`config.mk`:
```
export PLATFORM = sky130hd
export DESIGN_NAME = voq_slot_scheduler
export DESIGN_NICKNAME = d
export VERILOG_FILES = /design/src/rtl/switch_pkg.sv /design/src/rtl/voq_slot_scheduler_rr_arbiter.sv /design/src/rtl/voq_slot_scheduler.sv
export SDC_FILE = /design/constraint.sdc
export NUM_CORES = 1
export LEC_CHECK = 0
export CAP_MARGIN = 20
export CORE_ASPECT_RATIO = 1.75
export CORE_MARGIN = 2
export CORE_UTILIZATION = 45
export CTS_CLUSTER_DIAMETER = 100
export DETAILED_ROUTE_END_ITERATION = 7
export SYNTH_ARGS = -nofsm -noshare
export SYNTH_HDL_FRONTEND = slang
export SYNTH_HIERARCHICAL = 1
export SYNTH_SLANG_ARGS = --single-unit
```
`constraint.sdc`:
```
create_clock -name clk -period 3.85 [get_ports clk]
set_input_delay 0.77 -clock clk [delete_from_list [all_inputs] [get_ports clk]]
set_output_delay 0.77 -clock clk [all_outputs]
set_load 0.05 [all_outputs]
```
`src/rtl/switch_pkg.sv`:
```
// switch_pkg: shared constants and types for the N x N slot-scheduled packet switch
package switch_pkg;
  localparam int N_PORT = 4;
  localparam int SLOT_CYCLES = 16;
  localparam int SEL_W = $clog2(N_PORT);
  typedef logic [SEL_W-1:0] port_idx_t;
  typedef enum logic [2:0] {
    S_IDLE     = 3'd0,
    S_GRANT    = 3'd1,
    S_ACCEPT   = 3'd2,
    S_ISSUE    = 3'd3,
    S_TRANSFER = 3'd4
  } sched_state_t;
endpackage

```
`src/rtl/voq_slot_scheduler_rr_arbiter.sv`:
```
// rr_arbiter: combinational round-robin pick of the first request at or after ptr
//   req   in  N  request vector
//   ptr   in  W  highest-priority index
//   gnt   out N  one-hot grant (zero when no request)
//   valid out 1  any request present
module rr_arbiter #(
  parameter int N = switch_pkg::N_PORT,
  parameter int W = $clog2(N)
) (
  input  logic [N-1:0] req,
  input  logic [W-1:0] ptr,
  output logic [N-1:0] gnt,
  output logic         valid
);
  logic [W-1:0] idx;
  // Scan from the farthest offset down so the nearest requester wins last.
  always_comb begin
    gnt = '0;
    idx = '0;
    for (int k = N - 1; k >= 0; k--) begin
      idx = W'((int'(ptr) + k) % N);
      if (req[idx]) gnt = N'(1) << idx;
    end
  end
  assign valid = |req;
endmodule

```
`src/rtl/voq_slot_scheduler.sv`:
```
// voq_slot_scheduler: per-slot single-iteration iSLIP crossbar scheduler
//   clk, reset (sync, active-low)
//   experimenting in  enable; a started slot always runs to completion
//   voq_req       in  bit i*N_PORT+j = VOQ(i->j) non-empty, sampled in GRANT
//   sched_valid   out one-cycle pulse when a slot configuration is applied
//   voq_deq       out one-cycle dequeue per matched (i,j), with sched_valid
//   xbar_en       out bit j = output j carries a packet this slot
//   xbar_sel      out field j = input feeding output j
//   slot_active   out high from ISSUE through the end of TRANSFER
module voq_slot_scheduler #(
  parameter int N_PORT = switch_pkg::N_PORT,
  parameter int SLOT_CYCLES = switch_pkg::SLOT_CYCLES,
  parameter int SEL_W = $clog2(N_PORT)
) (
  input  logic                      clk,
  input  logic                      reset,
  input  logic                      experimenting,
  input  logic [N_PORT*N_PORT-1:0]  voq_req,
  output logic                      sched_valid,
  output logic [N_PORT*N_PORT-1:0]  voq_deq,
  output logic [N_PORT-1:0]         xbar_en,
  output logic [N_PORT*SEL_W-1:0]   xbar_sel,
  output logic                      slot_active
);
  import switch_pkg::*;
  localparam int CNT_W = $clog2(SLOT_CYCLES);
  sched_state_t state;
  logic [CNT_W-1:0] cnt;
  logic [N_PORT-1:0] out_req [N_PORT];
  logic [N_PORT-1:0] out_gnt [N_PORT];
  logic [N_PORT-1:0] gnt_q [N_PORT];
  logic [N_PORT-1:0] in_req [N_PORT];
  logic [N_PORT-1:0] in_acc [N_PORT];
  logic [N_PORT-1:0] gnt_any;
  logic [N_PORT-1:0] acc_any;
  logic [SEL_W-1:0] grant_ptr [N_PORT];
  logic [SEL_W-1:0] accept_ptr [N_PORT];
  logic [N_PORT-1:0] match_en;
  logic [N_PORT*SEL_W-1:0] match_sel;
  logic [N_PORT*N_PORT-1:0] match_deq;
  // out_req[j] lists inputs requesting output j; in_req[i] lists outputs granting input i.
  for (genvar i = 0; i < N_PORT; i++) begin : g_row
    for (genvar j = 0; j < N_PORT; j++) begin : g_col
      assign out_req[j][i] = voq_req[i*N_PORT+j];
      assign in_req[i][j] = gnt_q[j][i];
    end
  end
  for (genvar g = 0; g < N_PORT; g++) begin : g_arb
    rr_arbiter #(.N(N_PORT), .W(SEL_W)) u_grant (
      .req(out_req[g]), .ptr(grant_ptr[g]), .gnt(out_gnt[g]), .valid(gnt_any[g])
    );
    rr_arbiter #(.N(N_PORT), .W(SEL_W)) u_accept (
      .req(in_req[g]), .ptr(accept_ptr[g]), .gnt(in_acc[g]), .valid(acc_any[g])
    );
  end
  // Each input accepts at most one output and each output grants at most one
  // input, so the accepted set is a partial permutation by construction.
  always_comb begin
    match_en = '0;
    match_sel = '0;
    match_deq = '0;
    for (int i = 0; i < N_PORT; i++)
      for (int j = 0; j < N_PORT; j++)
        if (acc_any[i] && in_acc[i][j]) begin
          match_en[j] = 1'b1;
          match_sel[j*SEL_W +: SEL_W] = SEL_W'(i);
          match_deq[i*N_PORT+j] = 1'b1;
        end
  end
  always_ff @(posedge clk) begin
    if (!reset) begin
      state <= S_IDLE;
      cnt <= '0;
      sched_valid <= 1'b0;
      voq_deq <= '0;
      xbar_en <= '0;
      xbar_sel <= '0;
      slot_active <= 1'b0;
      for (int k = 0; k < N_PORT; k++) begin
        grant_ptr[k] <= '0;
        accept_ptr[k] <= '0;
        gnt_q[k] <= '0;
      end
    end else begin
      sched_valid <= 1'b0;
      voq_deq <= '0;
      case (state)
        S_IDLE: state <= experimenting ? S_GRANT : S_IDLE;
        S_GRANT: begin
          for (int j = 0; j < N_PORT; j++) gnt_q[j] <= gnt_any[j] ? out_gnt[j] : '0;
          state <= S_ACCEPT;
        end
        S_ACCEPT: begin
          // Only accepted pairs advance pointers; this is what desynchronises them.
          for (int i = 0; i < N_PORT; i++)
            for (int j = 0; j < N_PORT; j++)
              if (acc_any[i] && in_acc[i][j]) begin
                grant_ptr[j] <= SEL_W'((i + 1) % N_PORT);
                accept_ptr[i] <= SEL_W'((j + 1) % N_PORT);
              end
          sched_valid <= 1'b1;
          voq_deq <= match_deq;
          xbar_en <= match_en;
          xbar_sel <= match_sel;
          slot_active <= 1'b1;
          state <= S_ISSUE;
        end
        S_ISSUE: begin
          cnt <= '0;
          state <= S_TRANSFER;
        end
        S_TRANSFER: begin
          if (cnt == CNT_W'(SLOT_CYCLES - 4)) begin
            slot_active <= 1'b0;
            state <= experimenting ? S_GRANT : S_IDLE;
            xbar_en <= experimenting ? xbar_en : '0;
            xbar_sel <= experimenting ? xbar_sel : '0;
          end else begin
            cnt <= cnt + 1'b1;
          end
        end
        default: state <= S_IDLE;
      endcase
    end
  end
endmodule
```
==> qor.yml <==
timing:
  slew_headroom_pct: 57.81
  finalHoldViolCount: 0
  rsz0062_at_grt: "no"
  setup_tns_ps: 0
  finClkSkew_ps: 8.615
  drv_slew: 0
  min_period_ps: 3351
  setup_viol: 0
  min_period_over_period_pct: 87.05
  tightest_slew_ps: 632.9
  max_freq_ghz: 0.2984
pwr:
  netSwitchingFraction_pct: 37.65
  p_seq_share_pct: 31.1
  pwr-share-comb_pct: 38.8
  p_sw_w: 0.001120
  peakVddDrop_mv: 0.2003
  power.internal_w: 0.001855
  clkPwrFrac_pct: 30.1
  p_leak_nw: 2.686
  p_per_area_nw_per_um2: 430.6
placement:
  port_buffers: 48
  dp_hpwl_um: 11360
  gp_congestion: 0.8782
clock_tree:
  postCtsSetupRepairBufs: 0
  holdBufCountCts: 0
  cts_max_path_buffers: 2
  post_cts_resize_count: 0
  cts.reportedPaths.clkPinSlew_ps: 60
  numCtsBuffers: 9
  cts_num_sinks: 69
  cts_root_buf: "clkbuf_16"
  htree_num_levels: 3
  cts_tree: "built"
  clock_latency_ps: 340
synth:
  yosysSeqAreaShare_pct: 27.09
  syn-cell-area_um2: 6061
  syn_avg_cell_area_um2: 9.485
  muxShareOfSynthArea_pct: 17.18
  synthSimpleGateAreaFrac_pct: 20.13
  yosys_warnings: 6
  synthCells: 639
  synth_edf_count: 26
  yosys_most_used_dff: "dfxtp_1"
  synth_compound_area_share_pct: 15.24
  yosysUniqueCellTypes: 47
  synth_adder_area_share_pct: 13.63
  synth_top_family_by_area: "simple AND/OR/NAND/NOR gates"
  ys_async_sr_fraction_pct: 0
  syn_nets: 724
  ys_seq_elements: 69
  synth_xor_area_share_pct: 0.1445
cells_and_area:
  fin_nets: 764
  drive_gt1_share_pct: 11.26
  syn2layout_area_growth_pct: 13.98
  fillCellCount: 1213
  num_antenna_cells: 0
  final_util_pct: 51.89
floorplanning:
  num_rows: 56
  start_util_pct: 45.53
  die_h_um: 157.5
  coreArea_um2: 13310
  ios: 49
  die_w_um: 91.73
  dieArea_um2: 14450
routing:
  avgViaCountPerCell: 5.894
  routedWlPerCell_um: 17.07
  drt_iter0_drc: 257
  totalWireLength_um: 14650
  dr_total_vias: 5057
  drt_first_pass_iters: 5
  drtAntennaViolNets: 0
  remaining_drc_errors: 0
grt:
  grt_pass1_vias: 4766
  grt_pass1_wl_um: 23460
  overflow: 0
  grt_max_degree: 45
  antenna_found_initial: 0
  grt_util_all_layers_pct: 20.15
critical_path:
  crit_start: "accept_ptr[3][0]"
  crit_path_end_kind: "register"
  timing.rr.start: "accept_ptr[3][0]"
  cp.arrival_ps: 3370
  cp-endpoint: "grant_ptr[1][0]"
  r2r_slack_ps: 500
  reg2regPathDepth: 10
  critPathLaunchType: "register"
  crit_type: "reg2reg"
  critPathRequiredTime_ps: 3870
  cp_max_fo: 13
  r2r_end: "grant_ptr[1][0]"
worst_hold_path:
  worstHoldPathCells: 2
  holdCritPathClass: "reg2reg"
run:
  maxCapViolations: 0
outcome:
  status: "complete, no violations"
[cell type report]
class,count,area [um2],share of cell area [%]
multi-input cells,502,4019,58.18
clock inverters,6,73.82,1.069
inverters,38,142.6,2.065
repair buffers,59,563.0,8.151
flip-flops and latches,69,1642,23.76
well taps,174,217.7,3.152
clock buffers,10,250.2,3.623
[power by group through the flow]
| stage | Sequential (W) | Combinational (W) | Clock [W] |
|---|---|---|---|
| after floorplan | 0.000974 | 0.000833 | 0 |
| after global placement | 0.000934 | 0.00111 | 0 |
| after detailed placement | 0.000940 | 0.00114 | 0 |
| after CTS | 0.000926 | 0.00114 | 0.000913 |
| after global routing | 0.000936 | 0.00126 | 0.000936 |
| final | 0.000925 | 0.00115 | 0.000896 |
[through the flow]
| stage | hold WS, ps | std cells | setup WS, ps | instance area [um2] | power (W) |
|---|---|---|---|---|---|
| after global routing | 473.7 | 858 | 266.3 | 6908 | 0.003128 |
| after floorplan | 457.9 | 639 | 1094 | 6061 | 0.001807 |
| after detailed placement | 441.6 | 842 | 572.3 | 6584 | 0.002079 |
| after global placement | 437.3 | 842 | 786.8 | 6584 | 0.002043 |
| after CTS | 452.8 | 858 | 539.6 | 6908 | 0.002983 |
| final | 447.3 | 858 | 498.6 | 6908 | 0.002974 |
[cells in the mapped netlist, types with 9 or more instances]
master | number | share of area [%]
a211oi_1 | 13 | 1.6
a21oi_1 | 15 | 1.2
a31oi_1 | 26 | 2.7
and3_1 | 18 | 1.9
buf_6 | 19 | 3.5
clkbuf_1 | 9 | 0.56
dfxtp_1 | 43 | 14
edfxtp_1 | 26 | 13
ha_1 | 66 | 14
inv_1 | 38 | 2.4
mux2i_1 | 32 | 5.3
mux4_2 | 32 | 12
nand2_1 | 98 | 6.1
nand2b_1 | 17 | 1.8
nand3_1 | 9 | 0.74
nor2_1 | 28 | 1.7
nor2b_1 | 11 | 1.1
o21ai_0 | 11 | 0.91
o22ai_1 | 40 | 4.1
o31ai_1 | 9 | 1.1
[state kept, by name (all words and copies together), names as in the netlist]
register	flops
accept_ptr	8
cnt	4
gnt_q	16
grant_ptr	8
sched_valid	1
slot_active	1
state	3
voq_deq	16
xbar_en	4
xbar_sel	8
[how the worst min path moves through the flow]
stage                  endpoint   startpoint
finish              xbar_sel[2]  xbar_sel[2]
global route        xbar_sel[5]  xbar_sel[5]
CTS                 xbar_sel[2]  xbar_sel[2]
detailed placement  xbar_sel[4]  xbar_sel[4]
global placement    xbar_sel[4]  xbar_sel[4]
floorplan                cnt[3]       cnt[3]
[placed cells by master, fill, tap and decap left out, types with 13 or more instances in the layout]
master | Yosys | final
and3_1 | 18 | 18
nor2_1 | 28 | 28
a21oi_1 | 15 | 15
clkdlybuf4s50_1 | 0 | 48
edfxtp_1 | 26 | 26
inv_1 | 38 | 38
mux4_2 | 32 | 32
nand2_1 | 98 | 98
nand2b_1 | 17 | 17
o22ai_1 | 40 | 40
dfxtp_1 | 43 | 43
ha_1 | 66 | 66
a31oi_1 | 26 | 26
a211oi_1 | 13 | 13
mux2i_1 | 32 | 32
[per-layer routing]
layer	global-route usage, %	wire (um)	vias to the layer above
li1	-	-	2444
met1	21.58	5748	2441
met2	38.52	7920	143
met3	3.351	559	29
met4	8.387	422	0
met5	0	0	-
[cell families (layout without fill, tap and decap cells)]
kind of cell / count (synthesis) / in the layout
AO/OA/AOI/OAI: 141 / 141
XOR/XNOR: 1 / 1
adder cells (fa/ha/maj): 66 / 66
buffers and inverters: 68 / 113
flip-flops: 69 / 69
multiplexers: 64 / 64
AND/OR/NAND/NOR: 230 / 230
[critical path, stage by stage, from the launching register on]
cell	delay (ps)
edfxtp_1	690
inv_1	210
ha_1	410
mux4_2	390
nand2b_4	110
o22ai_1	70
a31oi_1	300
and2_1	280
a21oi_1	90
and3_1	220
o21ai_0	250
(Power assumes the default switching activity.)
